[src/rtl/host_bus_bridge_if.sv]
// Host-side request/response bus of the host bus bridge.
// The bridge takes the slave view; the host (or a bench) takes the master view.
interface host_bus_bridge_if #(
  parameter int ADDR_W = 18,
  parameter int DATA_W = 32
) ();
  logic              t_cs;
  logic              t_rw;
  logic [ADDR_W-1:0] t_addr;
  logic [DATA_W-1:0] t_wdata;
  logic              t_ready;
  logic [DATA_W-1:0] t_rdata;
  logic              t_rvalid;
  logic              t_err;
  logic              int_flag;

  modport slave (
    input  t_cs, t_rw, t_addr, t_wdata,
    output t_ready, t_rdata, t_rvalid, t_err, int_flag
  );

  modport master (
    output t_cs, t_rw, t_addr, t_wdata,
    input  t_ready, t_rdata, t_rvalid, t_err, int_flag
  );
endinterface

[src/rtl/host_bus_bridge.sv]
// Bridges host bus transactions onto banked SRAM or a small control register
// block that starts an external core and raises an interrupt when it finishes.
module host_bus_bridge #(
  parameter int ADDR_W  = 18,
  parameter int DATA_W  = 32,
  parameter int NBANK   = 2,
  parameter int BANK_AW = 10,
  parameter int RD_LAT  = 3
) (
  input  logic               clk,
  input  logic               reset_b,
  host_bus_bridge_if.slave   host,
  output logic               mem_req,
  output logic               mem_we,
  output logic [NBANK-1:0]   mem_bank,
  output logic [BANK_AW-1:0] mem_addr,
  output logic [DATA_W-1:0]  mem_wdata,
  input  logic [DATA_W-1:0]  mem_rdata,
  output logic               core_start,
  input  logic               core_done
);

  typedef enum logic [1:0] {IDLE, WR, RD_WAIT, RESP} state_t;

  state_t             state_q, state_d;
  logic               rw_q;
  logic               is_reg_q;
  logic [1:0]         idx_q;
  logic [2:0]         bank_q;
  logic [BANK_AW-1:0] word_q;
  logic [DATA_W-1:0]  wdata_q;
  logic               err_q;
  logic [3:0]         cnt_q;
  logic               busy_q, int_en_q, int_flag_q;
  logic [DATA_W-1:0]  rdata_q;

  logic               accept;
  logic               err_in;
  logic               mem_ok;
  logic               ctrl_wr;
  logic [DATA_W-1:0]  reg_rdata;
  logic [NBANK-1:0]   bank_oh;
  logic               unused_addr;

  assign accept  = (state_q == IDLE) && host.t_cs;
  // Out-of-range banks and SRAM accesses while the core owns memory are refused.
  assign err_in  = !host.t_addr[ADDR_W-1] &&
                   ((32'(host.t_addr[BANK_AW +: 3]) >= NBANK) || busy_q);
  assign mem_ok  = !is_reg_q && !err_q;
  assign ctrl_wr = (state_q == WR) && is_reg_q && (idx_q == 2'd1);
  assign unused_addr = ^host.t_addr[ADDR_W-2:BANK_AW+3];

  always_ff @(posedge clk or negedge reset_b) begin
    if (!reset_b) state_q <= IDLE;
    else          state_q <= state_d;
  end

  always_comb begin
    state_d = state_q;
    case (state_q)
      IDLE:    if (host.t_cs) state_d = host.t_rw ? RD_WAIT : WR;
      WR:      state_d = IDLE;
      RD_WAIT: if (cnt_q == 4'(RD_LAT - 1)) state_d = RESP;
      RESP:    state_d = IDLE;
      default: state_d = IDLE;
    endcase
  end

  always_comb begin
    reg_rdata = '0;
    case (idx_q)
      2'd0:    reg_rdata[2:0] = {int_en_q, int_flag_q, busy_q};
      2'd1:    reg_rdata[1]   = int_en_q;
      default: reg_rdata      = '0;
    endcase
  end

  always_comb begin
    bank_oh = '0;
    for (int i = 0; i < NBANK; i++) bank_oh[i] = (bank_q == 3'(i));
  end

  assign host.t_ready    = (state_q == IDLE);
  assign host.t_rvalid   = (state_q == RESP);
  assign host.t_err      = err_q && (((state_q == WR) && !rw_q) || (state_q == RESP));
  assign host.t_rdata    = rdata_q;
  assign host.int_flag   = int_flag_q;

  // SRAM strobes exist only in the write cycle or the first read-wait cycle.
  assign mem_req   = mem_ok && ((state_q == WR) || ((state_q == RD_WAIT) && (cnt_q == 4'd0)));
  assign mem_we    = mem_req && (state_q == WR);
  assign mem_bank  = mem_req ? bank_oh : '0;
  assign mem_addr  = mem_req ? word_q : '0;
  assign mem_wdata = mem_we ? wdata_q : '0;
  assign core_start = ctrl_wr && wdata_q[0] && !busy_q;

  always_ff @(posedge clk or negedge reset_b) begin
    if (!reset_b) begin
      rw_q       <= 1'b0;
      is_reg_q   <= 1'b0;
      idx_q      <= '0;
      bank_q     <= '0;
      word_q     <= '0;
      wdata_q    <= '0;
      err_q      <= 1'b0;
      cnt_q      <= '0;
      busy_q     <= 1'b0;
      int_en_q   <= 1'b0;
      int_flag_q <= 1'b0;
      rdata_q    <= '0;
    end else begin
      if (accept) begin
        rw_q     <= host.t_rw;
        is_reg_q <= host.t_addr[ADDR_W-1];
        idx_q    <= host.t_addr[3:2];
        bank_q   <= host.t_addr[BANK_AW +: 3];
        word_q   <= host.t_addr[BANK_AW-1:0];
        wdata_q  <= host.t_wdata;
        err_q    <= err_in;
        cnt_q    <= '0;
      end else if (state_q == RD_WAIT) begin
        cnt_q <= cnt_q + 4'd1;
      end

      // SRAM data arrives the cycle after the request; register data is sampled alongside.
      if ((state_q == RD_WAIT) && (cnt_q == 4'd1))
        rdata_q <= err_q ? '0 : (is_reg_q ? reg_rdata : mem_rdata);

      if (core_start)                busy_q <= 1'b1;
      else if (busy_q && core_done)  busy_q <= 1'b0;

      if (ctrl_wr) int_en_q <= wdata_q[1];

      if (busy_q && core_done && int_en_q)  int_flag_q <= 1'b1;
      else if (ctrl_wr && wdata_q[2])       int_flag_q <= 1'b0;
    end
  end

endmodule

[src/flat_wrapper.sv]
// flat-port wrapper written by rule: the top's interface ports become plain ports
module host_bus_bridge_flat 
#(
  parameter int ADDR_W  = 18,
  parameter int DATA_W  = 32,
  parameter int NBANK   = 2,
  parameter int BANK_AW = 10,
  parameter int RD_LAT  = 3
)
  (clk, reset_b, mem_req, mem_we, mem_bank, mem_addr, mem_wdata, mem_rdata, core_start, core_done, host_t_cs, host_t_rw, host_t_addr, host_t_wdata, host_t_ready, host_t_rdata, host_t_rvalid, host_t_err, host_int_flag);
  host_bus_bridge_if #(.ADDR_W(ADDR_W), .DATA_W(DATA_W)) host_i ();
  input  logic clk;
  input  logic reset_b;
  output logic mem_req;
  output logic mem_we;
  output logic [NBANK-1:0] mem_bank;
  output logic [BANK_AW-1:0] mem_addr;
  output logic [DATA_W-1:0] mem_wdata;
  input  logic [DATA_W-1:0] mem_rdata;
  output logic core_start;
  input  logic core_done;
  input wire logic [$bits(host_i.t_cs)-1:0] host_t_cs;
  input wire logic [$bits(host_i.t_rw)-1:0] host_t_rw;
  input wire logic [$bits(host_i.t_addr)-1:0] host_t_addr;
  input wire logic [$bits(host_i.t_wdata)-1:0] host_t_wdata;
  output wire logic [$bits(host_i.t_ready)-1:0] host_t_ready;
  output wire logic [$bits(host_i.t_rdata)-1:0] host_t_rdata;
  output wire logic [$bits(host_i.t_rvalid)-1:0] host_t_rvalid;
  output wire logic [$bits(host_i.t_err)-1:0] host_t_err;
  output wire logic [$bits(host_i.int_flag)-1:0] host_int_flag;
  assign host_i.t_cs = host_t_cs;
  assign host_i.t_rw = host_t_rw;
  assign host_i.t_addr = host_t_addr;
  assign host_i.t_wdata = host_t_wdata;
  assign host_t_ready = host_i.t_ready;
  assign host_t_rdata = host_i.t_rdata;
  assign host_t_rvalid = host_i.t_rvalid;
  assign host_t_err = host_i.t_err;
  assign host_int_flag = host_i.int_flag;
  host_bus_bridge #(.ADDR_W(ADDR_W), .DATA_W(DATA_W), .NBANK(NBANK), .BANK_AW(BANK_AW), .RD_LAT(RD_LAT)) u_core (.clk(clk), .reset_b(reset_b), .host(host_i), .mem_req(mem_req), .mem_we(mem_we), .mem_bank(mem_bank), .mem_addr(mem_addr), .mem_wdata(mem_wdata), .mem_rdata(mem_rdata), .core_start(core_start), .core_done(core_done));
endmodule
[config.mk]
export PLATFORM = sky130hd
export DESIGN_NAME = host_bus_bridge_flat
export DESIGN_NICKNAME = d
export VERILOG_FILES = /design/src/rtl/host_bus_bridge_if.sv /design/src/rtl/host_bus_bridge.sv /design/src/flat_wrapper.sv
export SDC_FILE = /design/constraint.sdc
export NUM_CORES = 1
export LEC_CHECK = 0
export BUFFER_PORTS_ARGS = -buffer_cell sky130_fd_sc_hd__buf_2
export CAP_MARGIN = 30
export CORE_MARGIN = 5
export CORE_UTILIZATION = 49
export CTS_CLUSTER_DIAMETER = 120
export DETAILED_ROUTE_END_ITERATION = 6
export PLACE_DENSITY = 0.81
export SYNTH_ARGS = -nofsm -noshare
export SYNTH_HDL_FRONTEND = slang
export SYNTH_SLANG_ARGS = --single-unit
export TNS_END_PERCENT = 20
[constraint.sdc]
create_clock -name clk -period 2.1 [get_ports clk]
set_input_delay 0.42 -clock clk [delete_from_list [all_inputs] [get_ports clk]]
set_output_delay 0.42 -clock clk [all_outputs]
set_load 0.02 [all_outputs]
==> results_dict.tcl, run 1 <==
set metrics [dict create \
    max_freq_mhz 450 \
    fill_cells 658 \
    cts-buffers-inserted 9 \
    slew-limit-headroom_pct 70.0 \
    period_needed_ns 2.22 \
    fin_area_sq_um 5860 \
    root_buffer "clkbuf_8" \
    worst-endpoint-arrival_ns 1.80 \
    cts_buffer_depth 2 \
    gp_congestion 0.802 \
    start_util_pct 49.7 \
    rows 34 \
    drtIter0Drc 93 \
    place_ws_ns 0.198 \
    hold_class "input port to async pin" \
    cts_tree "yes" \
    skew_ns 0.0108 \
    design.die.area_sq_um 10700 \
    netlist_area_sq_um 4270 \
    wire_per_inst_microns 16.3 \
    max-vdd-ir-drop_mv 0.576 \
    cp_cell_sequence "nor4b_4 -> buf_4 -> a41oi_4 -> nor4_1 -> buf_2" \
    setup_ws_ns -0.123 \
    yosysWarnings 0 \
    yosysSeqAreaShare_pct 52.2 \
    cts_hold_buf 0 \
    power_mw 7.61 \
    cp_max_fo 6 \
    die_h_microns 103 \
    end_kind "output pin" \
    antenna_found_initial 0 \
    drcViolationCount 0 \
    grtUsageTotal_pct 19.3 \
    grt_max_degree 37 \
    crit_slowest_cell "dfrtp_2" \
    grt_first_pass_wirelength_mm 16.0 \
    vias_per_cell 4.92 \
    synth_cell_type_count 33 \
    io_pins 170 \
    synthCells 350 \
    maxCapViolations 0 \
    max_stage_delay_ns 0.45 \
    final_common_cell "buf_2" \
    port_buffers 165 \
    status "complete, but fails checks" \
    p_leak_nw 3.23 \
    violations "setup timing" \
    final_core_util_pct 68.2 \
    required_ns 1.68 \
    die-width_microns 103 \
    drive_gt1_share_pct 54.4 \
    syn_avg_cell_area_sq_um 12.2 \
    htree_levels 3 \
    drv_slew 0 \
    period_share_pct 106 \
    grt-ovfl-total 0 \
    syn_to_final_growth_pct 37.4 \
    clock_sinks 89 \
    start_kind "flop" \
    grt_pass1_vias 3285 \
    rsz0062_at_grt "true" \
    via_count 3146 \
    nNetsFinal 617 \
    wirelength_mm 10.4 \
    worst_slew_pin_slew_ns 0.450 \
    power_density_nw_per_um2 1300 \
    core_region_area_sq_um 8590 \
    critPathKind "flop to output pin" \
    placed_area_sq_um 5260 \
    hold_viol 0 \
    syn_nets 441 \
    clk_latency_ns 0.35 \
    setup_viol 44 \
    stdcell_count 639 \
    final_cell_mix "buf_2, dfrtp_1, mux2_4, buf_6" \
    first_pass_iters 4 \
    detail-route-antenna-nets 0 \
    ys_ff_latch 89 \
    post-place-cells 617 \
    path_clk_slew_ns 0.09 \
    dp.final_hpwl_mm 7.06 \
    n_antenna_cell 0 \
]
[path summary, 6_finish.rpt]
| kind | start | end | slack [ns] | cells past startpoint |
|---|---|---|---|---|
| max in group asynchronous | reset_b | u_core.host.t_rdata[24]$_DFFE_PN0P_ | 1.55 | 2 |
| min in group clk | core_done | u_core.busy_q$_DFFE_PN0P_ | 0.26 | 2 |
| worst min-delay path | reset_b | u_core.wdata_q[5]$_DFFE_PN0P_ | 0.002 | 1 |
| worst max-delay path | u_core.is_reg_q$_DFFE_PN0P_ | mem_bank[0] | -0.12 | 5 |
| worst min register to register | u_core.word_q[7]$_DFFE_PN0P_ | u_core.word_q[7]$_DFFE_PN0P_ | 0.51 | 1 |
| worst max register to register | u_core.state_q[1]$_DFFE_PN0P_ | u_core.word_q[8]$_DFFE_PN0P_ | 0.29 | 4 |
[logic make-up (layout without fill, tap and decap cells)]
kind of cell / after synthesis / in the layout / synth area share, %
buffers and inverters: 53 / 234 / 6.04
multiplexers: 80 / 80 / 24.3
adder cells (fa/ha/maj): 4 / 4 / 1.17
AND/OR/NAND/NOR: 105 / 105 / 13.1
flip-flops: 89 / 89 / 52.2
AO/OA/AOI/OAI: 19 / 19 / 3.17
[metal layers]
metal,up-vias,global-route usage (%),share of wire (%)
li1,1493,-,-
met1,1521,24.4,41
met2,119,31.9,49
met3,13,5.23,8.1
met4,0,7.07,1.4
met5,-,0,0
[sequential cells by signal, summed over array words and instances (netlist names)]
register              count
u_core.is_reg_q           1
u_core.busy_q             1
u_core.err_q              1
u_core.int_en_q           1
u_core.host.int_flag      1
u_core.state_q            2
u_core.cnt_q              4
u_core.wdata_q           32
u_core.bank_q             3
u_core.host.t_rdata      32
u_core.word_q            10
u_core.rw_q               1
[layout make-up]
cell class,count,area [sq um],share of cell area [%]
Sequential cell,89,2230,38.0
Multi-Input combinational cell,208,1910,32.5
Timing Repair Buffer,183,1260,21.6
Clock buffer,13,169,2.88
Tap cell,108,135,2.31
Inverter,35,131,2.24
Clock inverter,3,23.8,0.406
[timing repair]
item,in CTS,in global routing
endpoints found under the setup margin,47,46
cloned,1,0
buffers inserted,4,1
pin swaps,7,17
resized for setup,88,35
[critical path, delay by kind of cell, from the launching register on]
kind,cells,cell delay (ns)
AOI/OAI and AO/OA,1,0.05
buffers and inverters,2,0.40
DFF,1,0.45
and+or+nand+nor,2,0.56
[report_power, final]
part / switching (mW) / internal, mW
registers: 0.525 / 2.46
logic: 1.67 / 1.83
clock network: 0.594 / 0.530
total: 2.79 / 4.82
[cell usage after synthesis (all sizes together)]
library cell | count | share of area [%]
o31ai | 4 | 0.70
clkbuf | 5 | 0.44
dfrtp | 89 | 52
a22o | 1 | 0.21
nand4 | 2 | 0.29
ha | 4 | 1.2
inv | 35 | 3.1
mux2i | 31 | 7.3
nor2b | 14 | 2.1
a31oi | 2 | 0.29
o21ai | 4 | 0.47
nand3 | 2 | 0.23
a41oi | 1 | 0.38
or4b | 1 | 0.23
o22ai | 1 | 0.15
nand2 | 34 | 3.0
buf | 13 | 2.5
nor4b | 2 | 0.56
or3b | 1 | 0.21
and2b | 2 | 0.35
nor2 | 12 | 1.1
nor3 | 1 | 0.12
a21oi | 3 | 0.35
mux2 | 49 | 17
a32oi | 1 | 0.21
a32o | 1 | 0.23
nor4 | 1 | 0.15
o21bai | 1 | 0.18
and2 | 33 | 4.8
[through the flow]
step | hold slack (ns) | setup TNS [ns]
floorplan | 0.124 | -0.118
global placement | 0.394 | 0
detailed placement | 0.393 | 0
CTS | 0.0106 | -1.12
global route | 0.0362 | -5.06
finish | 0.00198 | -1.63
No activity file was read; power rests on OpenSTA's default activity.
==> run 2: changes to the inputs <==
--- a/config.mk
+++ b/config.mk
@@ -5,13 +5,15 @@
 export SDC_FILE = /design/constraint.sdc
 export NUM_CORES = 1
 export LEC_CHECK = 0
+export ABC_AREA = 1
 export BUFFER_PORTS_ARGS = -buffer_cell sky130_fd_sc_hd__buf_2
 export CAP_MARGIN = 30
 export CORE_MARGIN = 5
-export CORE_UTILIZATION = 49
+export CORE_UTILIZATION = 48
+export CTS_BUF_LIST = sky130_fd_sc_hd__clkbuf_8 sky130_fd_sc_hd__clkbuf_16
 export CTS_CLUSTER_DIAMETER = 120
 export DETAILED_ROUTE_END_ITERATION = 6
-export PLACE_DENSITY = 0.81
+export PLACE_DENSITY = 0.8
 export SYNTH_ARGS = -nofsm -noshare
 export SYNTH_HDL_FRONTEND = slang
 export SYNTH_SLANG_ARGS = --single-unit
==> run 2 against run 1 <==
  * The run still ends with setup timing left
  * Sequential cell count is the same
  * Count of clock-buffer cells in the layout is 2 lower
  * Combinational power down 5.7%
  * Final area decreased by 6.9%
  * Global-route usage is 0.43 points higher
  * Sequential share of layout area rose by 2.8 points
  * Synthesized cell count rose by 37%
  * Register-to-register slack improved by 0.17 ns
  * Sequential power shrank 3%
  * Critical path type unchanged
==> results_dict.tcl, run 2 <==
set metrics [dict create \
    status "complete, but fails checks" \
    violations "setup timing" \
    maxCapViolations 0 \
    critPathKind "flop to output pin" \
    antenna_found_initial 0 \
    core_region_area_sq_um 8180 \
    syn_to_final_growth_pct 35.8 \
    period_needed_ns 2.18 \
    grt_first_pass_wirelength_mm 16.2 \
    rsz0062_at_grt "true" \
    worst_slew_pin_slew_ns 0.494 \
    grtUsageTotal_pct 19.7 \
    skew_ns 0.00663 \
    power_density_nw_per_um2 1400 \
    start_util_pct 49.1 \
    path_clk_slew_ns 0.08 \
    max_freq_mhz 459 \
    ys.flop_type "dfrtp_1" \
    nNetsFinal 738 \
    grt-ovfl-total 0 \
    final_common_cell "nand2_1" \
    finalSetupTns_ns -0.730 \
    yosysWarnings 0 \
    yosys-top-cells-count "nand2_1, dfrtp_1, inv_1, nor2_1, o21ai_0" \
    design.die.area_sq_um 10300 \
    final_cell_mix "nand2_1, buf_2, dfrtp_1, inv_1, buf_4" \
    yosysSeqAreaShare_pct 55.4 \
    die-width_microns 101 \
    drcViolationCount 0 \
    required_ns 1.68 \
    root_buffer "clkbuf_8" \
    slew-limit-headroom_pct 67.1 \
    power_mw 7.62 \
    clk_latency_ns 0.34 \
    wirelength_mm 10.3 \
    hold_class "input port to async pin" \
    setup_viol 12 \
    p_leak_nw 2.95 \
    synth_top_area_share_pct 55.4 \
    n_antenna_cell 0 \
    syn_avg_cell_area_sq_um 8.35 \
    r2r_cells 6 \
    syn_nets 572 \
    cts-buffers-inserted 9 \
    rows 33 \
    first_pass_iters 4 \
    worst-endpoint-arrival_ns 1.76 \
    synthCells 481 \
    cts_buffer_depth 2 \
    vias_per_cell 4.83 \
    hold_viol 0 \
    synth_edf_count 0 \
    grt_pass1_vias 3522 \
    ys_ff_latch 89 \
    drtIter0Drc 136 \
    port_buffers 165 \
    dp.final_hpwl_mm 7.23 \
    htree_levels 3 \
    reg2reg_slack_ns 0.46 \
    clock_sinks 89 \
    cp_max_fo 7 \
    die_h_microns 101 \
    setup_ws_ns -0.0801 \
    cts_hold_buf 0 \
    critPathLaunch "u_core.cnt_q[0]$_DFFE_PN0P_" \
    synthArstFlopShare_pct 100 \
    cts_tree "yes" \
    netlist_area_sq_um 4020 \
    end_kind "output pin" \
    reg2reg_to "u_core.wdata_q[18]$_DFFE_PN0P_" \
    wire_per_inst_microns 13.6 \
    drive_gt1_share_pct 36.3 \
    synth_cell_type_count 28 \
    grt_max_degree 63 \
    drv_slew 0 \
    stdcell_count 757 \
    max-vdd-ir-drop_mv 0.716 \
    detail-route-antenna-nets 0 \
    period_share_pct 104 \
    synth_most_common_cell "nand2_1" \
    io_pins 170 \
    synth.area.top_cells "dfrtp_1, nand2_1, inv_1, o21ai_0, nor2_1" \
    yosys.area.top_type "dfrtp_1" \
    gp_congestion 0.793 \
    reg2reg_from "u_core.state_q[0]$_DFFE_PN0P_" \
    crit_end "mem_addr[5]" \
    post-place-cells 733 \
    start_kind "flop" \
    via_count 3658 \
]
-- run 2: repair_timing --
item                                    in CTS  in global routing
resized for setup                           29                 41
cloned                                       1                  0
pin swaps                                    3                  3
buffers inserted                             4                  3
endpoints found under the setup margin      13                 46
-- run 2: power breakdown --
| group | switching, mW | internal (mW) |
|---|---|---|
| Sequential | 0.426 | 2.47 |
| Combinational | 2.10 | 1.20 |
| Clock | 0.571 | 0.854 |
| Total | 3.10 | 4.52 |
-- run 2: layout make-up --
type	instances	area (sq um)
Tap cell	105	131
Clock inverter	5	103
Clock buffer	11	151
Sequential cell	89	2230
Timing Repair Buffer	177	1070
Fill cell	630	2720
Inverter	56	213
Multi-Input combinational cell	314	1550
-- run 2: cells by family (layout without fill, tap and decap cells) --
group           count (synthesis)  count (layout)  share of synthesized area [%]
fa+ha+maj                       4               4                           1.25
simple gates                  218             219                           21.6
flops                          89              89                           55.4
buf+inv                        79             249                           8.69
xor+xnor                        1               1                          0.218
compound gates                 90              90                           12.9
-- run 2: how the worst min path moves through the flow --
stage | cells past startpoint | from | endpoint
after floorplan | 0 | reset_b | u_core.bank_q[0]$_DFFE_PN0P_
after global placement | 1 | reset_b | u_core.wdata_q[9]$_DFFE_PN0P_
after detailed placement | 1 | reset_b | u_core.wdata_q[6]$_DFFE_PN0P_
after CTS | 1 | reset_b | u_core.wdata_q[6]$_DFFE_PN0P_
after global routing | 1 | reset_b | u_core.wdata_q[16]$_DFFE_PN0P_
final | 1 | reset_b | u_core.wdata_q[3]$_DFFE_PN0P_
-- run 2: per-layer routing --
layer  global-route usage [%]  share of wire (%)  up-vias
met3                     4.27                8.3       13
li1                         -                  -     1827
met2                     32.5                 50      133
met5                        0                  0        -
met1                     26.1                 40     1685
met4                     6.44                1.5        0
-- run 2: per-stage QoR --
| step | cell area, sq um | util, % | worst slack, ns | hold slack (ns) |
|---|---|---|---|---|
| global placement | 4930 | 60.3 | 0.191 | 0.410 |
| finish | 5450 | 66.7 | -0.0801 | 0.0395 |
| CTS | 5300 | 64.8 | -0.0175 | 0.0397 |
| global route | 5450 | 66.7 | -0.164 | 0.0570 |
| floorplan | 4020 | - | 0.256 | 0.124 |
| detailed placement | 4930 | 60.3 | 0.0808 | 0.417 |
-- run 2: worst max-delay path, cell delays in order, from the launching register on --
cell	delay, ns
dfrtp_1	0.39
inv_2	0.09
ha_4	0.12
nor3b_4	0.28
buf_6	0.16
nand2_8	0.07
a21boi_2	0.14
buf_4	0.15
==> run 3: changes to the inputs <==
==> constraint.sdc (replaced) <==
create_clock -name clk -period 2.09 [get_ports clk]
set_input_delay 0.418 -clock clk [delete_from_list [all_inputs] [get_ports clk]]
set_output_delay 0.418 -clock clk [all_outputs]
set_load 0.02 [all_outputs]
==> run 3 against run 2 <==
  * The flow still finishes with violations (setup timing)
  * Worst setup slack improved by 0.010 ns
  * Combinational power barely moved
  * Critical path depth fell by 1
  * Via count rose by 0.27%
  * Clock skew rose by 0.0075 ns
  * Wire length rose by 2.9%
  * First-iteration DRC count rose by 34%
  * Global-route usage rose by 0.54 points
  * Register-to-register slack improved by 0.07 ns
  * Sequential share of layout area rose by 0.40 points
  * Sequential power barely moved
  * Die area did not move
  * Critical path type unchanged
==> results_dict.tcl, run 3 (synthesis gave the netlist of run 2 again) <==
set metrics [dict create \
    clock_sinks 89 \
    grt_first_pass_wirelength_mm 16.6 \
    rsz0062_at_grt "true" \
    io_pins 170 \
    gp_congestion 0.803 \
    fin_area_sq_um 5400 \
    dp.final_hpwl_mm 7.35 \
    placed_area_sq_um 4940 \
    root_buffer "clkbuf_8" \
    first_pass_iters 5 \
    syn_to_final_growth_pct 34.4 \
    switching_share_pct 42.3 \
    via_count 3668 \
    die_h_microns 101 \
    cts_buffer_depth 2 \
    violations "setup timing" \
    drcViolationCount 0 \
    cts_tree "yes" \
    power_mw 7.38 \
    drive_gt1_share_pct 35.1 \
    cp_cell_sequence "inv_2 -> ha_4 -> nor3b_4 -> nand2_2 -> a21boi_1 -> buf_4" \
    final_common_cell "nand2_1" \
    grt_pass1_vias 3646 \
    cts_hold_buf 0 \
    place_ws_ns 0.0192 \
    power_density_nw_per_um2 1370 \
    cp_max_fo 6 \
    hold_class "input port to async pin" \
    seqPwrFrac_pct 39.5 \
    crit_slowest_cell "dfrtp_1" \
    p_sw_mw 3.12 \
    vias_per_cell 4.84 \
    final_cell_mix "nand2_1, buf_2, dfrtp_1, inv_1, buf_4" \
    cp_top_family "simple AND/OR/NAND/NOR gates" \
    max_stage_delay_ns 0.41 \
    slew-limit-headroom_pct 68.0 \
    die-width_microns 101 \
    maxCapViolations 0 \
    htree_levels 3 \
    critPathLaunch "u_core.cnt_q[1]$_DFFE_PN0P_" \
    path_buf_inv 2 \
    rows 33 \
    end_kind "output pin" \
    setup_ws_ns -0.0699 \
    cp.depth 6 \
    setup_viol 12 \
    max_freq_mhz 463 \
    nNetsFinal 739 \
    worst-endpoint-arrival_ns 1.74 \
    antenna_found_initial 0 \
    core_region_area_sq_um 8180 \
    p_leak_nw 2.94 \
    intPower_mw 4.26 \
    start_util_pct 49.1 \
    n_antenna_cell 0 \
    crit_end "mem_addr[5]" \
    combPwrFrac_pct 44.3 \
    status "complete, but fails checks" \
    grtUsageTotal_pct 20.3 \
    max-vdd-ir-drop_mv 0.728 \
    detail-route-antenna-nets 0 \
    wirelength_mm 10.6 \
    grt_max_degree 63 \
    drtIter0Drc 182 \
    drv_slew 0 \
    design.die.area_sq_um 10300 \
    port_buffers 165 \
    reg2reg_slack_ns 0.53 \
    period_needed_ns 2.16 \
    r2r_cells 8 \
    hold_viol 0 \
    grt-ovfl-total 0 \
    reg2reg_to "u_core.host.t_rdata[2]$_DFFE_PN0P_" \
    cts-buffers-inserted 9 \
    path_clk_slew_ns 0.09 \
    reg2reg_from "u_core.cnt_q[0]$_DFFE_PN0P_" \
    critPathKind "flop to output pin" \
    skew_ns 0.0142 \
    wire_per_inst_microns 14.0 \
    clkPwrFrac_pct 16.2 \
    start_kind "flop" \
    clk_latency_ns 0.35 \
    worst_slew_pin_slew_ns 0.480 \
    required_ns 1.67 \
    period_share_pct 103 \
]
-- run 3: how the worst min path moves through the flow --
stage	start	end	depth (start not counted)
CTS	reset_b	u_core.wdata_q[8]$_DFFE_PN0P_	1
floorplan	reset_b	u_core.bank_q[0]$_DFFE_PN0P_	0
global placement	reset_b	u_core.wdata_q[9]$_DFFE_PN0P_	1
finish	reset_b	u_core.wdata_q[8]$_DFFE_PN0P_	1
detailed placement	reset_b	u_core.wdata_q[8]$_DFFE_PN0P_	1
global route	reset_b	u_core.wdata_q[6]$_DFFE_PN0P_	1
-- run 3: layout make-up --
class                           count  area, sq um
Inverter                           56          213
Multi-Input combinational cell    314         1520
Tap cell                          105          131
Clock buffer                       10          138
Sequential cell                    89         2230
Clock inverter                      6         66.3
Timing Repair Buffer              178         1100
Fill cell                         658         2770
-- run 3: repair_timing --
item / CTS / global route
setup buffers: 4 / 2
endpoints found under the hold margin: 0 / 0
setup endpoints to repair: 13 / 47
pin swaps: 4 / 1
gates resized for setup: 31 / 42
cloned: 1 / 0
-- run 3: worst register-to-register path: cells and delay by family (launching register included) --
kind,cells,cell delay (ns)
adder cells (fa/ha/maj),1,0.20
buffers and inverters,3,0.53
flip-flops,1,0.40
AND/OR/NAND/NOR,4,0.32
-- run 3: stage by stage --
stage | instances | TNS [ns] | utilization [%] | hold WS [ns]
3_3_place_gp | 735 | 0 | 60.5 | 0.407
4_1_cts | 756 | -0.0992 | 64.5 | 0.0261
5_1_grt | 758 | -2.22 | 66.1 | 0.0449
3_5_place_dp | 735 | 0 | 60.5 | 0.410
6_report | 758 | -0.587 | 66.1 | 0.0191
2_1_floorplan | 481 | 0 | - | 0.122
-- run 3: power groups by stage --
stage                     Sequential (mW)  Clock (mW)  Combinational, mW
final                                2.91        1.20               3.27
after global routing                 3.00        1.31               3.66
after CTS                            2.90        1.23               3.17
after detailed placement             2.93           0               2.98
after global placement               2.89           0               2.87
after floorplan                      3.16           0               1.80
-- run 3: per-layer routing --
layer / wire, microns / GRT usage, % / part of all wire, % / vias to the layer above
met4: 199 / 7.26 / 1.9 / 0
li1: - / - / - / 1823
met2: 5270 / 34.2 / 50 / 145
met5: 0 / 0 / 0 / -
met1: 4330 / 25.9 / 41 / 1683
met3: 832 / 4.34 / 7.8 / 17
